--- config.mk ---
export PLATFORM = sky130hd
export DESIGN_NAME = uart_rx_sampler
export DESIGN_NICKNAME = d
export VERILOG_FILES = /design/src/rtl/uart_pkg.sv /design/src/rtl/uart_bit_timer.sv /design/src/rtl/uart_rx_sampler.sv
export SDC_FILE = /design/constraint.sdc
export NUM_CORES = 1
export LEC_CHECK = 0
export BUFFER_PORTS_ARGS = -buffer_cell sky130_fd_sc_hd__buf_2
export CAP_MARGIN = 0
export CELL_PAD_IN_SITES_DETAIL_PLACEMENT = 1
export CELL_PAD_IN_SITES_GLOBAL_PLACEMENT = 2
export CORE_MARGIN = 3
export CORE_UTILIZATION = 40
export DETAILED_ROUTE_END_ITERATION = 6
export PLACE_DENSITY = 0.76
export SETUP_SLACK_MARGIN = 0.2
export SYNTH_ARGS = -nofsm -noshare
export SYNTH_HDL_FRONTEND = slang
export SYNTH_SLANG_ARGS = --single-unit
--- constraint.sdc ---
create_clock -name clk -period 2.7 [get_ports clk]
set_clock_uncertainty 0.15 [all_clocks]
set_input_delay 0.405 -clock clk [delete_from_list [all_inputs] [get_ports clk]]
set_output_delay 0.405 -clock clk [all_outputs]
set_load 0.1 [all_outputs]
--- src/rtl/uart_pkg.sv ---
// -----------------------------------------------------------------------------
// uart_pkg
// Shared definitions for the UART receive and transmit paths.
//   DEF_BIT_CYCLES : default clock cycles per bit (100 MHz / 9600 baud)
//   DATA_BITS      : payload bits per frame
//   rx_state_e     : receiver FSM state encoding
//   half_of()      : mid-bit offset helper (integer halving)
// Optional feature macro used by the receiver: UART_RX_PARITY_EN (8E1 framing).
// -----------------------------------------------------------------------------
package uart_pkg;

    localparam int DEF_BIT_CYCLES = 10417;
    localparam int DATA_BITS      = 8;

    typedef enum logic [2:0] {
        IDLE   = 3'd0,
        START  = 3'd1,
        DATA   = 3'd2,
        PARITY = 3'd3,
        STOP   = 3'd4
    } rx_state_e;

    // Offset from a bit edge to its centre.
    function automatic int half_of(input int cycles);
        return cycles / 2;
    endfunction

endpackage

--- src/rtl/uart_bit_timer.sv ---
// -----------------------------------------------------------------------------
// uart_bit_timer
// Loadable cycle counter. Counts 0..limit_i-1; tick_o is high on the cycle the
// count equals limit_i-1, after which the count restarts from zero. clr_i
// holds the count at zero and suppresses tick_o.
// Ports:
//   clk_i    : clock
//   rst_ni   : asynchronous active-low reset
//   clr_i    : synchronous clear (count forced to 0, no tick)
//   limit_i  : period in cycles (must be >= 1)
//   tick_o   : one-cycle event at count == limit_i-1
// -----------------------------------------------------------------------------
module uart_bit_timer
    import uart_pkg::*;
#(
    parameter int MAX_CYCLES = DEF_BIT_CYCLES,
    parameter int CW         = $clog2(MAX_CYCLES + 1)
) (
    input  logic          clk_i,
    input  logic          rst_ni,
    input  logic          clr_i,
    input  logic [CW-1:0] limit_i,
    output logic          tick_o
);

    logic [CW-1:0] cnt_q;
    logic [CW-1:0] cnt_d;

    assign tick_o = !clr_i && (cnt_q == (limit_i - CW'(1)));

    always_comb begin
        cnt_d = cnt_q + CW'(1);
        if (clr_i || tick_o) begin
            cnt_d = '0;
        end
    end

    always_ff @(posedge clk_i or negedge rst_ni) begin
        if (!rst_ni) begin
            cnt_q <= '0;
        end else begin
            cnt_q <= cnt_d;
        end
    end

endmodule

--- src/rtl/uart_rx_sampler.sv ---
// -----------------------------------------------------------------------------
// uart_rx_sampler
// Byte-level UART receiver. Synchronises the serial line, detects the start
// bit on a falling edge, samples every following bit at its centre and
// presents each correctly framed byte with a one-cycle valid strobe. Framing
// errors are reported with a separate one-cycle strobe.
// Ports:
//   clk        : system clock
//   rst        : asynchronous active-low reset (0 = reset)
//   din        : serial line, idle high, asynchronous to clk
//   data[7:0]  : last correctly framed byte (LSB received first)
//   valid      : one-cycle pulse, data updated on the same cycle
//   frame_err  : one-cycle pulse on bad stop bit (or bad parity)
//   busy       : high from start detection until return to IDLE
// Configuration macro:
//   UART_RX_PARITY_EN : when defined the frame is 8E1 (even parity bit
//                       between data and stop); otherwise plain 8N1.
// -----------------------------------------------------------------------------
module uart_rx_sampler
    import uart_pkg::*;
#(
    parameter int BIT_CYCLES  = DEF_BIT_CYCLES,
    parameter int HALF_CYCLES = half_of(BIT_CYCLES)
) (
    input  logic       clk,
    input  logic       rst,
    input  logic       din,
    output logic [7:0] data,
    output logic       valid,
    output logic       frame_err,
    output logic       busy
);

    localparam int CW = $clog2(BIT_CYCLES + 1);

    // ------------------------------------------------------------------
    // Input synchroniser and edge detector. All three flops reset to the
    // idle line level so that reset release never looks like a start bit.
    // ------------------------------------------------------------------
    logic sync1_q;
    logic din_s_q;
    logic din_s_dly_q;

    always_ff @(posedge clk or negedge rst) begin
        if (!rst) begin
            sync1_q     <= 1'b1;
            din_s_q     <= 1'b1;
            din_s_dly_q <= 1'b1;
        end else begin
            sync1_q     <= din;
            din_s_q     <= sync1_q;
            din_s_dly_q <= din_s_q;
        end
    end

    logic fall_edge;
    assign fall_edge = din_s_dly_q && !din_s_q;

    // ------------------------------------------------------------------
    // Bit timer. It is held clear while idle, so every frame starts timing
    // from zero on the cycle START is entered. Every later state change
    // happens on a tick, which clears the count by itself.
    // ------------------------------------------------------------------
    rx_state_e     state_q;
    logic [CW-1:0] limit;
    logic          timer_clr;
    logic          sample;

    assign timer_clr = (state_q == IDLE);
    assign limit     = (state_q == START) ? CW'(HALF_CYCLES) : CW'(BIT_CYCLES);

    uart_bit_timer #(
        .MAX_CYCLES (BIT_CYCLES),
        .CW         (CW)
    ) u_timer (
        .clk_i   (clk),
        .rst_ni  (rst),
        .clr_i   (timer_clr),
        .limit_i (limit),
        .tick_o  (sample)
    );

    // ------------------------------------------------------------------
    // Receive FSM with registered outputs.
    // ------------------------------------------------------------------
    logic [DATA_BITS-1:0] shreg_q;
    logic [2:0]           bit_idx_q;
    logic [7:0]           data_q;
    logic                 valid_q;
    logic                 frame_err_q;
    logic                 busy_q;
`ifdef UART_RX_PARITY_EN
    logic                 perr_q;
`endif

    always_ff @(posedge clk or negedge rst) begin
        if (!rst) begin
            state_q     <= IDLE;
            shreg_q     <= '0;
            bit_idx_q   <= '0;
            data_q      <= 8'h00;
            valid_q     <= 1'b0;
            frame_err_q <= 1'b0;
            busy_q      <= 1'b0;
`ifdef UART_RX_PARITY_EN
            perr_q      <= 1'b0;
`endif
        end else begin
            // Strobes are single-cycle by default.
            valid_q     <= 1'b0;
            frame_err_q <= 1'b0;

            case (state_q)
                IDLE: begin
                    busy_q <= 1'b0;
                    if (fall_edge) begin
                        state_q <= START;
                        busy_q  <= 1'b1;
                    end
                end

                START: begin
                    if (sample) begin
                        if (din_s_q) begin
                            // Line went back high before mid start bit:
                            // treat as noise.
                            state_q <= IDLE;
                            busy_q  <= 1'b0;
                        end else begin
                            state_q   <= DATA;
                            bit_idx_q <= '0;
`ifdef UART_RX_PARITY_EN
                            perr_q    <= 1'b0;
`endif
                        end
                    end
                end

                DATA: begin
                    if (sample) begin
                        shreg_q[bit_idx_q] <= din_s_q;
                        bit_idx_q          <= bit_idx_q + 3'd1;
                        if (bit_idx_q == 3'(DATA_BITS - 1)) begin
`ifdef UART_RX_PARITY_EN
                            state_q <= PARITY;
`else
                            state_q <= STOP;
`endif
                        end
                    end
                end

`ifdef UART_RX_PARITY_EN
                PARITY: begin
                    if (sample) begin
                        // Even parity: the parity bit equals the XOR of
                        // the eight data bits.
                        perr_q  <= (din_s_q != ^shreg_q);
                        state_q <= STOP;
                    end
                end
`endif

                STOP: begin
                    if (sample) begin
                        // Returning to IDLE at mid-stop leaves half a bit
                        // of margin for a back-to-back start edge.
                        state_q <= IDLE;
                        busy_q  <= 1'b0;
`ifdef UART_RX_PARITY_EN
                        if (din_s_q && !perr_q) begin
`else
                        if (din_s_q) begin
`endif
                            data_q  <= shreg_q;
                            valid_q <= 1'b1;
                        end else begin
                            frame_err_q <= 1'b1;
                        end
                    end
                end

                default: begin
                    state_q <= IDLE;
                    busy_q  <= 1'b0;
                end
            endcase
        end
    end

    assign data      = data_q;
    assign valid     = valid_q;
    assign frame_err = frame_err_q;
    assign busy      = busy_q;

endmodule

==> results of run 1 <==
==> power groups by stage <==
stage / clock network, mW / logic (mW) / registers [mW]
2_1_floorplan: 0 / 0.154 / 0.766
3_3_place_gp: 0 / 0.265 / 0.734
3_5_place_dp: 0 / 0.273 / 0.737
4_1_cts: 0.515 / 0.292 / 0.719
5_1_grt: 0.549 / 0.326 / 0.732
6_report: 0.498 / 0.291 / 0.722
==> layer usage <==
layer  GRT usage, %  share of wire, %  vias up
li1               -                 -      687
met1           22.4                50      717
met2           24.1                47       17
met3           3.60               2.4        6
met4           4.80              0.95        0
met5              0                 0        -
==> timing repair <==
action                                  in CTS  in global routing
buffers inserted                             1                  4
endpoints found under the setup margin       4                 25
gates cloned                                 1                  0
resized for setup                            2                  8
pin swaps                                    1                  4
==> layout make-up <==
| type | count | area share [%] |
|---|---|---|
| Multi-Input combinational cell | 126 | 40.4 |
| Tap cell | 67 | 3.47 |
| Clock inverter | 3 | 1.81 |
| Timing Repair Buffer | 28 | 7.40 |
| Clock buffer | 5 | 2.85 |
| Sequential cell | 42 | 43.8 |
| Inverter | 2 | 0.310 |
==> cells in the mapped netlist (3+ instances only) <==
cell type	instances	area share (%)
nor2_1	24	4.4
nand4_1	4	1.2
nand4b_1	3	1.3
buf_2	3	0.73
nand2_1	9	1.6
nand3b_1	3	1.1
or2b_1	3	1.1
nand3_1	6	1.5
ha_1	3	1.8
nor3_1	5	1.2
dfstp_2	3	3.8
o21ai_0	3	0.73
mux2_1	4	2.2
dfrtp_1	39	47
xnor2_1	5	2.1
mux2_2	13	7.1
xor2_1	7	3.0
==> path summary, 6_finish.rpt <==
kind / slack, ps / cells past startpoint / endpoint / from
max: 220 / 6 / shreg_q[7] / u_timer.cnt_q[5]
min: 60 / 1 / sync1_q / din
max reg2reg: 220 / 6 / shreg_q[7] / u_timer.cnt_q[5]
min reg2reg: 210 / 0 / din_s_q / sync1_q
max in group asynchronous: 1680 / 1 / state_q[1] / rst
min in group asynchronous: 90 / 1 / u_timer.cnt_q[6] / rst
==> logic make-up after synthesis <==
kind of cell	count (synthesis)	synth area share, %
flip-flops	42	51.1
AO/OA/AOI/OAI	17	8.00
multiplexers	18	9.76
buffers and inverters	8	2.55
adder cells (fa/ha/maj)	3	1.82
XOR/XNOR	12	5.09
AND/OR/NAND/NOR	76	21.6
==> stage by stage <==
step                      util, %  power (mW)
after floorplan                 -       0.920
final                        49.9        1.51
after CTS                    48.7        1.53
after global routing         49.9        1.61
after global placement       46.1       0.999
after detailed placement     46.1        1.01
==> sequential cells by signal, indices dropped and copies added (netlist names) <==
register,count
state_q,3
din_s_dly_q,1
din_s_q,1
valid,1
data,8
u_timer.cnt_q,14
shreg_q,8
sync1_q,1
busy,1
bit_idx_q,3
frame_err,1
==> critical path: stages (launching register included) <==
cell and delay (ps):
dfrtp_2 420, or4b_1 510, o22a_2 250, a2111oi_4 350, buf_4 210, nand4_1 150, mux2_4 340
==> impl_metrics.toml, run 1 <==
[sta]
rsz0062_at_grt = "yes"
hold_viol_final = 0
period_share_pct = 92.0
max_freq_ghz = 0.403
fin_setup_tns_ps = 0
worst_pin_slew_ps = 922
drv_slew = 0
setup_viol = 0
relSlewSlack_pct = 38.5
hold_slack_ps = 59.1
setup_slack_ps = 217
min_period_ps = 2480

[route]
ant_nets = 0
routedWlPerCell_um = 16.2
drt_iter0_markers = 32
drc = 0
dr.pass1.iters = 4
wirelength_um = 4430
dr_total_vias = 1427
via_per_inst = 5.23

[placement]
dp_hpwl_um = 3120
io_buffers = 13
place_inst = 259
gp_congestion = 0.825
dpl_cell_area_mm2 = 0.00223
dpl_worst_slack_ps = 187

[global_route]
antenna_found_initial = 0
grt_first_pass_wirelength_um = 7650
grt_overflow = 0
grt_max_degree = 43
grt_usage_pct = 15.9
grt_pass1_vias = 1495

[cells_and_area]
ff_latch_area_mm2 = 0.00106
fin_cells = 273
nets = 211
syn_to_final_growth_pct = 17.2
design_area_mm2 = 0.00242
layout_commonest_cell = "dfrtp_1"
diodes = 0
fillCellCount = 540
multi_input_area_um2 = 977
final_cell_mix = "dfrtp_1, nor2_1, buf_2"
layout-drive-gt1-share_pct = 35.0

[floorplan]
ios = 14
fp-row-count = 25
start_util_pct = 42.6
die_area_mm2 = 0.00606
fp.dieH_um = 77.8
core_area_mm2 = 0.00485
die_x_um = 77.8

[power_and_ir_drop]
irDropWorstVdd_uv = 336
p_leak_nw = 1.10
seqPwrFrac_pct = 47.8
switching_power_mw = 0.446
power_density_mw_per_mm2 = 625
switching_share_pct = 29.5
pwr-share-comb_pct = 19.3
p_int_mw = 1.07
clockPowerShare_pct = 32.9

[status]
status = "finished clean"

[cts]
hold_buffers = 0
path_clk_slew_ps = 80
clock_latency_ps = 300
cts_tree = "built"
numCtsBuffers = 5
cts_sinks = 42
htree_levels = 2
cts-root-buf = "clkbuf_8"
clock_path_buffers = 2

[critical_path]
endpoint_kind = "flip-flop"
path_class = "flip-flop to flip-flop"
worstPathRequired_ps = 2740
crit_path_start_kind = "flip-flop"
cp_max_fo = 5
cp.arrival_ps = 2520

[job]
cap_viol_max_count = 0

[hold_path]
hp-class = "input port to flip-flop"

[yosys]
synth_edf_count = 0
avgSynthCellArea_um2 = 11.7
yosys_warnings = 0
synth_seq_cells = 42
ys_seq_area_share_pct = 51.1
synth_ff_type = "dfrtp_1"
synthesis.area_mm2 = 0.00206
synth_nets = 182
synthDistinctLibCells = 46
syn_inst = 176
postSynth.asyncResetShare_pct = 100
No activity file was read; power rests on OpenSTA's default activity.
==> run 2: changes to the inputs <==
Settings changed: CORE_UTILIZATION 40 to 39, PLACE_DENSITY 0.76 to 0.77, SYNTH_HIERARCHICAL set to 1.
==> run 2 against run 1 <==
Against the previous run: the run now ends with negative setup slack left; die area up 19%; synthesized cell count up 38%; sequential share of layout area down 11 points; clock power down 14%; largest cell class is now multi-input gates; critical path depth up 8.
==> impl_metrics.toml, run 2 <==
[status]
status = "finished with violations"
violations = "negative setup slack"

[yosys]
synth_area_leaders = "dfrtp_1, xnor2_1, mux2_4"
synth_seq_cells = 42
yosysTopAreaCell = "dfrtp_1"
post_synth_xor_area_fraction_pct = 10.1
synth_top_family_by_area = "simple AND/OR/NAND/NOR gates"
synthesis.area_mm2 = 0.00242
synth_ff_type = "dfrtp_1"
synth-adder-area-share_pct = 2.07
synthMuxAreaShare_pct = 8.68
yosys.area_share.simple_pct = 23.5
avgSynthCellArea_um2 = 10.0
synth_edf_count = 0
yosys_warnings = 6
syn_inst = 242
synthDistinctLibCells = 49
synth_compound_area_share_pct = 7.08
yosys.area.top_type_share_pct = 40.3
yosysMostFrequentCell = "dfrtp_1"
postSynth.asyncResetShare_pct = 100
ys_seq_area_share_pct = 43.5
synth_commonest_cells = "dfrtp_1, nor3_1, xnor2_1"

[critical_path]
critPathSlowestCell = "dfrtp_1"
crit_path_start_kind = "flip-flop"
slowest_delay_ps = 420
path_class = "flip-flop to flip-flop"
crit_chain = "nor2_4 -> nand2_8 -> clkinvlp_4 -> buf_4 -> xnor2_1 -> xnor2_1 -> nor3_1 -> and3_1 -> and4_1 -> and2b_1 -> and4bb_2 -> nand2b_4 -> nor3b_4 -> mux2_4"
endpoint_kind = "flip-flop"
cp.arrival_ps = 3210
worstPathRequired_ps = 2730
cp_common_cell = "xnor2_1"
cp_max_fo = 6

[global_route]
grt_first_pass_wirelength_um = 10400
grt_usage_pct = 17.8
antenna_found_initial = 0
grt_pass1_vias = 2177
grt_max_degree = 25
grt_overflow = 0

[power_and_ir_drop]
p_total_mw = 1.10
power_density_mw_per_mm2 = 340
p_leak_nw = 1.48
irDropWorstVdd_uv = 254

[cells_and_area]
layout-drive-gt1-share_pct = 36.5
syn_to_final_growth_pct = 33.8
fin_util_pct = 54.4
diodes = 0
largest_reg_flops = 14
top_register = "u_timer/cnt_q"
layout_commonest_cell = "buf_4"
final_cell_mix = "buf_4, dfrtp_1, conb_1"
nets = 321

[sta]
fin_setup_tns_ps = -7110
max_freq_ghz = 0.315
relSlewSlack_pct = 45.5
setup_slack_ps = -476
hold_slack_ps = 59.3
setup_viol = 21
rsz0062_at_grt = "yes"
min_period_ps = 3180
drv_slew = 0
period_share_pct = 118
worst_pin_slew_ps = 811
hold_viol_final = 0

[floorplan]
core_area_mm2 = 0.00596
fp.dieH_um = 84.8
ios = 14
start_util_pct = 40.7
die_x_um = 84.8
die_area_mm2 = 0.00719
fp-row-count = 28

[cts]
clock_path_buffers = 2
htree_levels = 2
cts-root-buf = "clkbuf_8"
path_clk_slew_ps = 80
cts_tree = "built"
cts_sinks = 42
clock_latency_ps = 290
numCtsBuffers = 5

[route]
drt_iter0_markers = 45
wirelength_um = 6060
via_per_inst = 5.15
dr_total_vias = 2007
ant_nets = 0
drc = 0
dr.pass1.iters = 4
routedWlPerCell_um = 15.5

[job]
cap_viol_max_count = 0

[placement]
gp_congestion = 0.725
dp_hpwl_um = 4140
io_buffers = 13
dpl_worst_slack_ps = -497

[hold_path]
hp-class = "input port to flip-flop"
## run 2: report_power, final
part	switching [mW]	total (mW)	internal, mW
registers	0.00383	0.636	0.633
logic	0.0254	0.0371	0.0117
clock network	0.221	0.427	0.206
total	0.250	1.10	0.850
## run 2: final timing paths
path / start / end / slack, ps / cells after the start
worst min register to register: sync1_q / din_s_q / 210 / 0
worst max-delay path: state_q[1] / shreg_q[4] / -480 / 14
min in group asynchronous: rst / u_timer/cnt_q[4] / 430 / 2
max in group asynchronous: rst / sync1_q / 1240 / 3
worst max register to register: state_q[1] / shreg_q[4] / -480 / 14
worst min-delay path: din / sync1_q / 60 / 1
## run 2: cells by family after synthesis
kind of cell               Yosys count
DFF                                 42
xor gates and xnor gates            28
other                                2
AOI/OAI and AO/OA                   26
muxes                               16
buffers and inverters               20
adders and majority gates            4
and+or+nand+nor                    104
## run 2: repair_timing
action                                  CTS  global route
resized for setup                        15            10
endpoints found under the setup margin   25            39
cloned                                    1             0
pin swaps                                 7             4
endpoints found under the hold margin    18             0
buffers inserted                          8             6
hold buffers                              1             0
## run 2: routing by layer
layer  wire, µm  global-route usage, %  up-vias
li1           -                      -      974
met1       2640                   22.0     1008
met2       3240                   32.5       17
met3         97                   2.33        8
met4         80                   4.75        0
met5          0                      0        -
## run 2: worst max-delay path, delay by kind of cell, from the launching register on
family,cells,cell delay (ps)
buffers and inverters,2,200
xor gates and xnor gates,2,230
and+or+nand+nor,9,1740
DFF,1,420
muxes,1,310
## run 2: cell type report
cell class,instances,area [µm²]
timing repair buffer,59,435
inverter,7,32.5
tap,75,93.8
fill,685,2720
sequential,42,1060
clock buffer,6,82.6
clock inverter,2,12.5
multi-input combinational,199,1530
## run 2: stage by stage
step | instances | area, µm²
after floorplan | 261 | 2650
after global placement | 366 | 2920
after detailed placement | 366 | 2920
after CTS | 384 | 3140
after global routing | 390 | 3240
final | 390 | 3240
==> run 3: changes to the inputs <==
Settings changed: CORE_UTILIZATION 39 to 35, PLACE_DENSITY 0.77 to 0.73.
Clock period 2.7 ns to 2.9 ns, I/O delays scaled along.
==> run 3 against run 2 <==
Against the previous run: the flow still finishes with violations (negative setup slack); hold slack better by 34 ps; die area is 11% higher; routed wire length is 0.51% lower; first-iteration DRC count is 96% higher; non-clock buffer count is 12 lower; sequential cell count stayed put; critical path type unchanged; largest cell class unchanged.
==> impl_metrics.toml, run 3 (synthesized netlist as in run 2, its figures left out) <==
[cells_and_area]
top_register = "u_timer/cnt_q"
fin_cells = 380
layout_commonest_cell = "dfrtp_1"
nets = 309
syn_to_final_growth_pct = 32.7
design_area_mm2 = 0.00322
layout-drive-gt1-share_pct = 35.3
final_cell_mix = "dfrtp_1, buf_4, conb_1"
fin_util_pct = 49.2
largest_reg_flops = 14
diodes = 0
fillCellCount = 738

[route]
ant_nets = 0
dr_total_vias = 1932
drc = 0
routedWlPerCell_um = 15.9
wirelength_um = 6030
via_per_inst = 5.08
dr.pass1.iters = 4
drt_iter0_markers = 88

[floorplan]
die_area_mm2 = 0.00795
die_x_um = 89.2
core_area_mm2 = 0.00653
ios = 14
start_util_pct = 37.1
fp-row-count = 29
fp.dieH_um = 89.2

[placement]
dp_hpwl_um = 4100
dpl_worst_slack_ps = -301
io_buffers = 13
dpl_cell_area_mm2 = 0.00282
place_inst = 357
gp_congestion = 0.764

[sta]
max_freq_ghz = 0.337
setup_viol = 10
rsz0062_at_grt = "yes"
setup_slack_ps = -71.4
hold_viol_final = 0
drv_slew = 0
relSlewSlack_pct = 41.1
fin_setup_tns_ps = -371
period_share_pct = 102
worst_pin_slew_ps = 876
min_period_ps = 2970

[critical_path]
cp_max_fo = 5
cp.arrival_ps = 2990
slowest_delay_ps = 410
path_class = "flip-flop to flip-flop"
crit_chain = "nor2_4 -> nand2_4 -> clkinvlp_4 -> buf_12 -> buf_4 -> xnor2_2 -> xnor2_1 -> and3_1 -> and4_1 -> and2b_2 -> and4bb_4 -> nand2b_4 -> nor3b_4 -> mux2_4"
endpoint_kind = "flip-flop"
worstPathRequired_ps = 2920
critPathSlowestCell = "dfrtp_1"
cp_num_buf_inv = 3
crit_family = "simple AND/OR/NAND/NOR gates"
crit_path_start_kind = "flip-flop"

[status]
status = "finished with violations"
violations = "negative setup slack"

[cts]
cts_tree = "built"
clock_path_buffers = 2
htree_levels = 2
cts_sinks = 42
cts-root-buf = "clkbuf_8"
numCtsBuffers = 5
path_clk_slew_ps = 70
clock_latency_ps = 290

[global_route]
grt_overflow = 0
grt_max_degree = 27
antenna_found_initial = 0
grt_pass1_vias = 1985
grt_usage_pct = 16.4
grt_first_pass_wirelength_um = 10000

[power_and_ir_drop]
power_density_mw_per_mm2 = 314
p_leak_nw = 1.49
irDropWorstVdd_uv = 202

[hold_path]
hp-class = "input port to flip-flop"

[job]
cap_viol_max_count = 0
[run 3: what timing repair did]
action | in CTS | in global routing
setup endpoints to repair | 21 | 25
gates cloned | 0 | 1
endpoints found under the hold margin | 16 | 0
setup buffers | 7 | 6
hold buffers | 1 | 0
gates resized for setup | 16 | 21
pin swaps | 11 | 13
[run 3: per-layer routing]
metal	vias to the layer above	track usage, %	share of wire, %
met4	0	4.06	1.1
li1	951	-	-
met1	956	23.8	51
met3	7	2.86	1.9
met5	-	0	0
met2	18	25.5	46
[run 3: worst reg2reg max path: stages, from the launching register on]
cell and delay, ps:
dfrtp_1 410, nor2_4 60, nand2_4 90, clkinvlp_4 160
buf_12 170, buf_4 130, xnor2_2 120, xnor2_1 120
and3_1 170, and4_1 190, and2b_2 170, and4bb_4 290
nand2b_4 100, nor3b_4 210, mux2_4 320
[run 3: cell type report]
cell class	count	area (µm²)	share of cell area, %
well taps	77	96.3	3.00
clock buffers	7	86.3	2.68
inverters	7	30.0	0.934
flip-flops and latches	42	1050	32.8
repair buffers	47	374	11.6
multi-input cells	199	1570	48.8
clock inverters	1	5.00	0.156
[run 3: per-stage QoR]
step | hold slack, ps | total power [mW]
after detailed placement | 197 | 0.633
after floorplan | -10.6 | 0.618
after global routing | 73.9 | 1.06
after CTS | 79.8 | 1.02
final | 93.3 | 1.01
after global placement | 196 | 0.633
[run 3: where the power goes]
group | switching (mW) | total, mW | internal, mW
combinational | 0.0233 | 0.0328 | 0.00948
sequential | 0.00342 | 0.592 | 0.589
clock | 0.193 | 0.385 | 0.192
total | 0.220 | 1.01 | 0.791
[run 3: path summary, 6_finish.rpt]
path | to | slack (ps) | start | depth (start not counted)
setup reg to reg | shreg_q[2] | -70 | state_q[1] | 14
hold / removal | sync1_q | 90 | din | 1
hold reg to reg | din_s_q | 210 | sync1_q | 0
setup / recovery | shreg_q[2] | -70 | state_q[1] | 14
max in group asynchronous | din_s_dly_q | 1410 | rst | 3
min in group asynchronous | u_timer/cnt_q[2] | 460 | rst | 2
